==> src/rtl/serial_word_tx.sv <==
// Parallel-to-serial word transmitter: shifts a WIDTH-bit word out MSB-first with
// sof/eof framing and the multiple-of-4 verdict (exp_z) a downstream detector must report.
module serial_word_tx #(
  parameter int WIDTH = 8,
  parameter int GAP   = 0
) (
  input  logic             clk,
  input  logic             rst,
  input  logic [WIDTH-1:0] din,
  input  logic             din_valid,
  output logic             din_ready,
  output logic             x,
  output logic             x_valid,
  output logic             sof,
  output logic             eof,
  output logic             exp_z,
  output logic             busy
);

  localparam int CW = (WIDTH > 1) ? $clog2(WIDTH) : 1;
  localparam int GW = 4;

  localparam logic [CW-1:0] BIT_LAST  = CW'(WIDTH - 1);
  localparam logic [GW-1:0] GAP_START = GW'((GAP > 0) ? GAP - 1 : 0);

  // Handshake: a word transfers on any rising edge where din_valid && din_ready;
  // the producer holds din stable until then and din is sampled only at that edge.

  typedef enum logic [1:0] {
    S_IDLE  = 2'd0,
    S_SHIFT = 2'd1,
    S_GAP   = 2'd2
  } state_e;

  state_e           state_q, state_d;
  logic [WIDTH-1:0] sr_q, sr_d;
  logic [CW-1:0]    bcnt_q, bcnt_d;
  logic [GW-1:0]    gcnt_q, gcnt_d;
  logic [1:0]       lo_q, lo_d;
  logic             x_q, x_d;
  logic             xv_q, xv_d;
  logic             sof_q, sof_d;
  logic             eof_q, eof_d;
  logic             ez_q, ez_d;
  logic             busy_q, busy_d;
  logic             last_bit;
  logic             take;

  assign last_bit  = (state_q == S_SHIFT) && (bcnt_q == '0);
  assign din_ready = rst && ((state_q == S_IDLE) || (last_bit && (GAP == 0)));
  assign take      = din_valid && din_ready;

  always_comb begin
    state_d = state_q;
    sr_d    = sr_q;
    bcnt_d  = bcnt_q;
    gcnt_d  = gcnt_q;
    lo_d    = lo_q;
    x_d     = 1'b0;
    xv_d    = 1'b0;
    sof_d   = 1'b0;
    eof_d   = 1'b0;
    ez_d    = 1'b0;

    case (state_q)
      S_IDLE: begin
        if (take) begin
          state_d = S_SHIFT;
          sr_d    = din;
          bcnt_d  = BIT_LAST;
          lo_d    = din[1:0];
        end
      end

      S_SHIFT: begin
        x_d    = sr_q[WIDTH-1];
        xv_d   = 1'b1;
        sof_d  = (bcnt_q == BIT_LAST);
        eof_d  = (bcnt_q == '0);
        ez_d   = (bcnt_q == '0) && (lo_q == 2'b00);
        sr_d   = sr_q << 1;
        bcnt_d = bcnt_q - CW'(1);
        if (bcnt_q == '0) begin
          if (GAP > 0) begin
            state_d = S_GAP;
            gcnt_d  = GAP_START;
          end else if (take) begin
            // Back-to-back reload: next MSB follows the LSB with no bubble.
            sr_d   = din;
            bcnt_d = BIT_LAST;
            lo_d   = din[1:0];
          end else begin
            state_d = S_IDLE;
          end
        end
      end

      S_GAP: begin
        // Leave one cycle early so IDLE's accept edge is the last idle bit slot,
        // giving exactly GAP zero cycles between words when the producer is waiting.
        if (gcnt_q <= GW'(1)) begin
          state_d = S_IDLE;
          gcnt_d  = '0;
        end else begin
          gcnt_d = gcnt_q - GW'(1);
        end
      end

      default: state_d = S_IDLE;
    endcase

    busy_d = (state_d != S_IDLE);
  end

  always_ff @(posedge clk) begin
    if (!rst) begin
      state_q <= S_IDLE;
      sr_q    <= '0;
      bcnt_q  <= '0;
      gcnt_q  <= '0;
      lo_q    <= '0;
      x_q     <= 1'b0;
      xv_q    <= 1'b0;
      sof_q   <= 1'b0;
      eof_q   <= 1'b0;
      ez_q    <= 1'b0;
      busy_q  <= 1'b0;
    end else begin
      state_q <= state_d;
      sr_q    <= sr_d;
      bcnt_q  <= bcnt_d;
      gcnt_q  <= gcnt_d;
      lo_q    <= lo_d;
      x_q     <= x_d;
      xv_q    <= xv_d;
      sof_q   <= sof_d;
      eof_q   <= eof_d;
      ez_q    <= ez_d;
      busy_q  <= busy_d;
    end
  end

  assign x       = x_q;
  assign x_valid = xv_q;
  assign sof     = sof_q;
  assign eof     = eof_q;
  assign exp_z   = ez_q;
  assign busy    = busy_q;

endmodule

==> config.mk <==
export PLATFORM = sky130hd
export DESIGN_NAME = serial_word_tx
export DESIGN_NICKNAME = d
export VERILOG_FILES = /design/src/rtl/serial_word_tx.sv
export SDC_FILE = /design/constraint.sdc
export NUM_CORES = 1
export LEC_CHECK = 0
export BUFFER_PORTS_ARGS = -buffer_cell sky130_fd_sc_hd__buf_2
export CORE_UTILIZATION = 54
export CTS_BUF_LIST = sky130_fd_sc_hd__clkbuf_16
export DETAILED_ROUTE_END_ITERATION = 7
export HOLD_SLACK_MARGIN = 0.06
export PLACE_DENSITY = 0.77
export SLEW_MARGIN = 20
export SYNTH_ARGS = -nofsm -noshare
export SYNTH_HDL_FRONTEND = slang
export SYNTH_SLANG_ARGS = --single-unit
==> constraint.sdc <==
create_clock -name clk -period 2.3 [get_ports clk]
set_input_delay 0.46 -clock clk [delete_from_list [all_inputs] [get_ports clk]]
set_output_delay 0.46 -clock clk [all_outputs]
set_load 0.02 [all_outputs]
==> results.toml <==
[outcome]
status = "finished clean"

[clocking]
clk_latency_ns = 0.25
root_buffer = "clkbuf_16"
cts_buffers = 3
clkTransAtPathRegs_ns = 0.06
hold_buffers = 0
cts_resized = 0
cts_max_level = 1
cts_num_sinks = 25
cts_buffer_depth = 2
post_cts_buffers = 0
cts_tree = "built"

[detailed_routing]
routed_via_density = 5.176
vias = 792
drt_wl_total_mm = 1.856
drc = 0
drt_iter0_markers = 21
wl_per_cell_um = 12.13
antenna_left = 0
firstDrtPassIters = 6

[floorplan]
dieArea_um2 = 2073
rows = 15
die_h_um = 45.54
num_io_pins = 18
die_width_um = 45.54
core-area_um2 = 1745
initial_core_util = 0.5864

[sta]
worst_pin_slew_ns = 0.4713
timing.final.crit_period_ns = 1.773
slew_viol_final = 0
fmax_ghz = 0.5640
period_share = 0.7708
max_slew_margin = 0.6831
hold_viol = 0
setup_viol = 0
final.setup.tns_ns = 0
rsz0062_at_grt = "no"
skew_ns = 0.004530

[place]
place.detailed.hpwl_mm = 1.301
portBuffers = 17
gp_congestion = 0.8092
dp.cells = 149

[synthesis]
synth-xor-area-share = 0.008557
synthAdderAreaFrac = 0.06112
yosys.area.top_type = "dfxtp_1"
synth_area_um2 = 1023
synth_nets = 125
ys_ff_latch = 25
synth_warnings = 0
muxShareOfSynthArea = 0.03056
synthTopCellsByArea = "dfxtp_1 49%, ha_1 6.1%, a21oi_1 5.9%, a22oi_1 5.9%, nand2_1 4.4%"
ys_types = 30
synth_edf_count = 0
synth_common_cells = "25 x dfxtp_1, 12 x a21oi_1, 12 x nand2_1"
synth-simple-area-share = 0.1797
synthCells = 109
synth_area_per_cell_um2 = 9.390
synth_top_area_frac = 0.4890
ys.flop_type = "dfxtp_1"
synth-seq-area-share = 0.4890
synth_top_family_by_area = "compound AO/OA/AOI/OAI gates"
synth_compound_area_frac = 0.1858
synthArstFlopShare = 0
yosysMostFrequentCell = "dfxtp_1"

[grt]
antenna_found_initial = 0
grt_pass1_vias = 642
grt-ovfl-total = 0
grt_max_degree = 19
grt_pass1_wl_mm = 2.773
grt_use_total = 0.1856

[final_layout]
multi_input_area_um2 = 476.7
area_growth_pct = 17.85
stdcell_count = 153
post-route-util = 0.6910
drive_gt1_frac = 0.2031
fill_cells = 137
seq_area_um2 = 500.5
num_antenna_cells = 0
nNetsFinal = 145

[pwr]
ir_drop_mv = 0.4073
powerDensity_nw_per_um2 = 777.7
leakage_nw = 0.5336

[job]
cap_violations = 0

[setup_path]
required_ns = 1.84
worstSetupEndpointType = "output port"
worstPathArrival_ns = 1.31
path_max_fanout = 6
worstSetupPathType = "reg -> out"
cp-start-kind = "flip-flop"

[hold_path]
min_path_type = "in -> reg"
[path summary, 6_finish.rpt]
check,slack [ns],start,end,depth (start not counted)
max,0.53,bcnt_q[0]$_SDFFE_PN0P_,din_ready,5
min,0.44,din[7],sr_q[7]$_SDFFE_PN0P_,3
max reg2reg,0.74,bcnt_q[0]$_SDFFE_PN0P_,lo_q[0]$_SDFFE_PN0P_,7
min reg2reg,0.45,lo_q[1]$_SDFFE_PN0P_,exp_z$_SDFF_PN0_,1
[layer usage]
| metal | vias to the layer above | wire length (um) | track usage |
|---|---|---|---|
| li1 | 417 | - | - |
| met5 | - | 0 | 0 |
| met4 | 0 | 10 | 0.07273 |
| met2 | 22 | 881 | 0.2914 |
| met1 | 351 | 893 | 0.2494 |
| met3 | 2 | 70 | 0.03571 |
[per-stage QoR]
stage / hold slack [ns] / worst slack (ns) / power [W] / instance area (um2)
after floorplan: 0.3988 / 0.8179 / 0.0005498 / 1023
after global placement: 0.4441 / 0.7439 / 0.0005779 / 1127
after detailed placement: 0.4395 / 0.7224 / 0.0005801 / 1127
after CTS: 0.4430 / 0.5158 / 0.0009435 / 1206
after global routing: 0.4534 / 0.4768 / 0.0009752 / 1206
final: 0.4422 / 0.5271 / 0.0009380 / 1206
[critical path, cell delays in order, from the launching register on]
cell      delay (ns)
dfxtp_1         0.33
inv_1           0.10
ha_1            0.17
nand2b_2        0.12
a21oi_1         0.16
buf_2           0.17
[power by group]
group	internal [W]	switching [W]
clock network	0.000232	0.000134
registers	0.000455	0.0000132
logic	0.0000427	0.0000610
total	0.000729	0.000209
[layout make-up]
type,count,share of cell area
multi-input combinational,74,0.3952
inverter,7,0.02178
clock buffer,3,0.06224
timing repair buffer,18,0.07676
clock inverter,1,0.003112
sequential,25,0.4149
tap,25,0.02593
[registers in the layout, indices dropped and copies added (netlist names)]
signal	count
sr_q	8
gcnt_q	4
bcnt_q	3
lo_q	2
state_q	2
busy	1
eof	1
exp_z	1
sof	1
x	1
x_valid	1
[cell families (layout without fill, tap and decap cells)]
kind of cell    Yosys count  in the layout
simple gates             37             37
compound gates           28             28
flops                    25             25
buf+inv                  10             29
fa+ha+maj                 5              5
mux                       3              3
xor+xnor                  1              1
[cell usage in the layout, fill, tap and decap left out, drive strengths merged]
master   synthesis  routed
dfxtp           25      25
buf              2      18
a21oi           12      12
nand2           12      12
nor2            10      10
a22oi            8       8
inv              7       8
ha               5       5
nand2b           4       4
and3             3       3
clkbuf           1       3
and2b            2       2
mux2i            2       2
o21a             2       2
nor4             2       2
a211oi           1       1
or2              1       1
o31a             1       1
o21bai           1       1
a221oi           1       1
nand4b           1       1
o31ai            1       1
a2bb2oi          1       1
nor3b            1       1
xor2             1       1
nor3             1       1
mux2             1       1
(Power assumes the default switching activity.)
